`src/rtl/pe_weight_loader_pkg.sv`:
```
// pe_weight_loader_pkg: shared state encoding and address helper for the conv1 weight loader
package pe_weight_loader_pkg;

    typedef enum logic [1:0] {IDLE, LOAD, DONE} state_t;

    function automatic logic [31:0] word_addr(input logic [31:0] base, input logic [31:0] stride,
                                              input logic [31:0] idx);
        return base + stride * idx;
    endfunction

endpackage

```
`src/rtl/pe_weight_loader_conv1.sv`:
```
// pe_weight_loader_conv1: replays a DMA weight stream into the conv1 PE weight port as addressed writes
module pe_weight_loader_conv1
    import pe_weight_loader_pkg::*;
#(
    parameter int          pWEIGHT_DATA_WIDTH = 64,
    parameter logic [31:0] pWEIGHT_BASE_ADDR  = 32'h4000_0000,
    parameter int          pADDR_STRIDE       = 8,
    parameter int          pNUM_WORDS         = 93
) (
    input  logic                                  clk,
    input  logic                                  rst_n,
    input  logic                                  start,
    input  logic                                  abort,
    input  logic                                  hold,
    input  logic [pWEIGHT_DATA_WIDTH-1:0]         s_data,
    input  logic                                  s_valid,
    output logic                                  s_ready,
    output logic                                  load_weight,
    output logic [31:0]                           weight_addr,
    output logic [pWEIGHT_DATA_WIDTH-1:0]         weight_data,
    output logic                                  busy,
    output logic                                  done,
    output logic [$clog2(pNUM_WORDS+1)-1:0]       word_cnt
);

    localparam int CW = $clog2(pNUM_WORDS + 1);

    state_t state, state_nxt;
    logic   acc, last, launch;

    always_comb begin
        s_ready   = (state == LOAD) && !hold;
        acc       = s_ready && s_valid && !abort;
        last      = acc && (word_cnt == CW'(pNUM_WORDS - 1));
        launch    = (state == IDLE) && start && !abort;
        busy      = state != IDLE;
        state_nxt = abort ? IDLE :
                    launch ? LOAD :
                    last ? DONE :
                    (state == DONE) ? IDLE : state;
    end

    always_ff @(posedge clk or negedge rst_n) begin
        if (!rst_n) state <= IDLE;
        else        state <= state_nxt;
    end

    // address uses the pre-increment count of the accepted beat
    always_ff @(posedge clk or negedge rst_n) begin
        if (!rst_n) begin
            load_weight <= 1'b0;
            weight_addr <= pWEIGHT_BASE_ADDR;
            weight_data <= '0;
            done        <= 1'b0;
        end else begin
            load_weight <= acc;
            done        <= (state == DONE) && !abort;
            if (acc) begin
                weight_addr <= word_addr(pWEIGHT_BASE_ADDR, 32'(pADDR_STRIDE), 32'(word_cnt));
                weight_data <= s_data;
            end
        end
    end

    always_ff @(posedge clk or negedge rst_n) begin
        if (!rst_n)      word_cnt <= '0;
        else if (launch) word_cnt <= '0;
        else if (acc)    word_cnt <= word_cnt + CW'(1);
    end

endmodule

```
`config.mk`:
```
export PLATFORM = sky130hd
export DESIGN_NAME = pe_weight_loader_conv1
export DESIGN_NICKNAME = d
export VERILOG_FILES = /design/src/rtl/pe_weight_loader_pkg.sv /design/src/rtl/pe_weight_loader_conv1.sv
export SDC_FILE = /design/constraint.sdc
export NUM_CORES = 1
export LEC_CHECK = 0
export CELL_PAD_IN_SITES_DETAIL_PLACEMENT = 1
export CELL_PAD_IN_SITES_GLOBAL_PLACEMENT = 1
export CORE_MARGIN = 2
export CORE_UTILIZATION = 34
export CTS_CLUSTER_DIAMETER = 80
export CTS_CLUSTER_SIZE = 10
export DETAILED_ROUTE_END_ITERATION = 12
export PLACE_DENSITY = 0.93
export SLEW_MARGIN = 15
export SYNTH_ARGS = -nofsm -noshare
export SYNTH_HDL_FRONTEND = slang
export SYNTH_SLANG_ARGS = --single-unit
```
`constraint.sdc`:
```
create_clock -name clk -period 4.8 [get_ports clk]
set_clock_uncertainty 0.05 [all_clocks]
set_input_delay 1.44 -clock clk [delete_from_list [all_inputs] [get_ports clk]]
set_output_delay 1.44 -clock clk [all_outputs]
set_load 0.005 [all_outputs]
```
==> summary.txt <==
STA
  • Least-Margin Pin Slew: slightly above 0.7 ns
  • Fin. max-slew vios: 0
  • Minimum clock period: 4.50 ns
  • Fin worst setup slack: approximately 0.3 ns
  • Worst slew margin: between 50 and 60%
  • Setup_tns: 0 ns
  • Final Hold Vio Count: 0
  • Fmax: roughly 0.22 GHz
  • Final worst-path cycle share: a little over nine tenths
  • # setup viols final: 0
  • RSZ-0062 raised after global routing: false

Clocking
  • Clock buffer count from CTS: 9
  • # clock sinks: 82
  • Cts repair resizes: 0
  • Post-CTS setup buffer count: 0
  • CTS H-tree lvls: 3
  • CTS tree: yes
  • CTS clk-pin slew, worst paths: approximately 0.070 ns
  • Max Root-Sink Buffers: 2
  • Clk root buf: clkbuf_8
  • Hold-fix buffers, CTS: 0
  • Clock Latency Late Sink: ~0.36 ns

Setup path
  • WP data required: 3.31 ns
  • Crit Path Max Fanout: 9
  • Crit path launch type: input pin
  • CP arrival: ~3 ns
  • Worst setup EP type: primary output
  • WS Path Type: in -> out

Run status
  • Status: complete, no violations

Pwr
  • Pint: about 1.6 mW
  • Flop pwr share: between 40% and 50%
  • Psw: between 500 and 600 uW
  • Comb pwr share: between 30% and 40%
  • Clock power frac: roughly a fifth
  • Leak: 2.48 nW
  • Peak VDD IR: roughly 0.19 mV
  • Switching share of power: 25.4%
  • P per Cell Area: roughly 400 nW/um2
  • Tot Pwr: about 2.1 mW

Synth
  • Yosys reg bits: between 80 and 90
  • Synth Flop Type: dfrtp_1
  • Syn. warnings: 0
  • Syn Std Cell Area: between 3000 and 4000 um2
  • EDFF count, synth: 0
  • Top cells by area, synth: dfrtp_1, mux2_4, buf_4
  • Post-synthesis sequential area ratio: 55.5%
  • Synth cell count leaders: dfrtp_1, mux2_4, buf_4, mux2_2
  • Biggest area consumer among synthesized cells: dfrtp_1
  • Ys async rst share: 100%
  • Mean Syn Cell Area: approximately 16 um2
  • Synth unique cells: 33
  • Top-count cell post-synth: dfrtp_1
  • Synth top area share: between 50% and 60%
  • Cells after Synth: 236

Die
  • Die width: around 110 um
  • Initial Util: roughly 35%
  • Die H: around 110 um
  • Core footprint: around 11000 um2
  • Num rows: 38
  • I/O pin count: between 150 and 200
  • Die area: roughly 12000 um2

Worst hold path
  • Worst hold path class: reg -> reg

Detailed routing
  • Remaining antenna violation count after routing: 0
  • Wire per inst: ~18 um
  • DR vias: roughly 2400
  • Vias per inst: ~4.5
  • Drt initial violations: 79
  • Final WL: roughly 9400 um
  • DRC Markers: 0
  • Pre-Repair DR Iteration Count: 4

Place
  • DP Wirelength: approximately 7000 um
  • Placed Area: 5160 um2
  • Placed insts: 518
  • IO buf count: around 150
  • GPL Wtd Cong: a little over 0.8
  • Place WS: between 0.3 and 0.4 ns

GRT
  • Global-route wire length before repair: around 14000 um
  • Grt ovf: 0
  • Initial antenna violation count: 0
  • Largest net degree at the start of global routing: 55
  • GRT Overall Usage: about 16%
  • Vias in the first global route: roughly 2600

Final layout
  • Layout cells sized above 1: a little under a quarter
  • Antenna cells: 0
  • Syn-to-layout area delta: 44.0%
  • Finished Cell Area: around 5300 um2
  • Final #Nets: ~460
  • Cell Count, Final, Fillers Out: 532

Flow run
  • Max Cap Violations: 0
through the flow:
stage,util [%],hold WS (ns)
floorplan,-,0.441
detailed placement,48.3,0.443
CTS,49.7,0.460
finish,49.7,0.458
global route,49.7,0.484
global placement,48.3,0.438
cell type report:
cell class	count	area (um2)
fillers	1107	5380
flip-flops and latches	82	2050
repair buffers	153	1540
multi-input cells	136	1370
well taps	140	175
clock buffers	11	141
inverters	7	31.3
clock inverters	3	17.5
power by group through the flow:
stage	combinational [mW]	sequential [mW]	clock, mW
after floorplan	0.265	0.975	0
after global placement	0.701	0.964	0
after detailed placement	0.728	0.981	0
after CTS	0.733	0.971	0.451
after global routing	0.774	0.990	0.483
final	0.720	0.968	0.435
flip-flops by register name, indices dropped and copies added, names as in the netlist:
register     cells
weight_data     64
weight_addr      7
word_cnt         7
state            2
done             1
load_weight      1
worst max-delay path: stages:
cell	delay, ns
clkdlybuf4s50_1	0.41
or3b_1	0.51
clkinv_4	0.12
clkdlybuf4s50_1	0.52
layout by cell type (no fill, tap or decap), types with 3 or more instances in the layout:
master / synthesis / final
or4_1: 3 / 3
inv_1: 6 / 6
nand3_1: 3 / 3
a21oi_1: 4 / 4
clkdlybuf4s50_1: 0 / 150
dfrtp_1: 82 / 82
nand2_1: 4 / 4
mux2_2: 14 / 14
o21ai_0: 6 / 6
clkbuf_8: 0 / 10
mux2_4: 55 / 55
conb_1: 2 / 25
o31ai_1: 4 / 4
final timing paths:
check | start | depth (start not counted) | slack [ns] | endpoint
setup / recovery | hold | 4 | 0.30 | s_ready
hold / removal | weight_data[45] | 1 | 0.46 | weight_data[45]
setup reg to reg | state[0] | 5 | 2.40 | weight_data[32]
hold reg to reg | weight_data[45] | 1 | 0.46 | weight_data[45]
max in group asynchronous | rst_n | 2 | 2.77 | weight_data[42]
min in group asynchronous | rst_n | 1 | 1.07 | weight_data[58]
logic make-up after synthesis:
family                     count (synthesis)  share of synthesized area, %
other                                      2                         0.203
muxes                                     70                          26.9
DFF                                       82                          55.5
adders and majority gates                  2                         0.677
and+or+nand+nor                           21                          3.79
AOI/OAI and AO/OA                         18                          3.12
buffers and inverters                     41                          9.79
per-layer routing:
| layer | up-vias | share of wire [%] | GRT usage (%) |
|---|---|---|---|
| met2 | 110 | 51 | 27.9 |
| met4 | 0 | 2.1 | 7.88 |
| met3 | 15 | 8.2 | 5.06 |
| met1 | 1185 | 38 | 18.9 |
| li1 | 1080 | - | - |
| met5 | - | 0 | 0 |
Power figures use the tool's default switching activity.
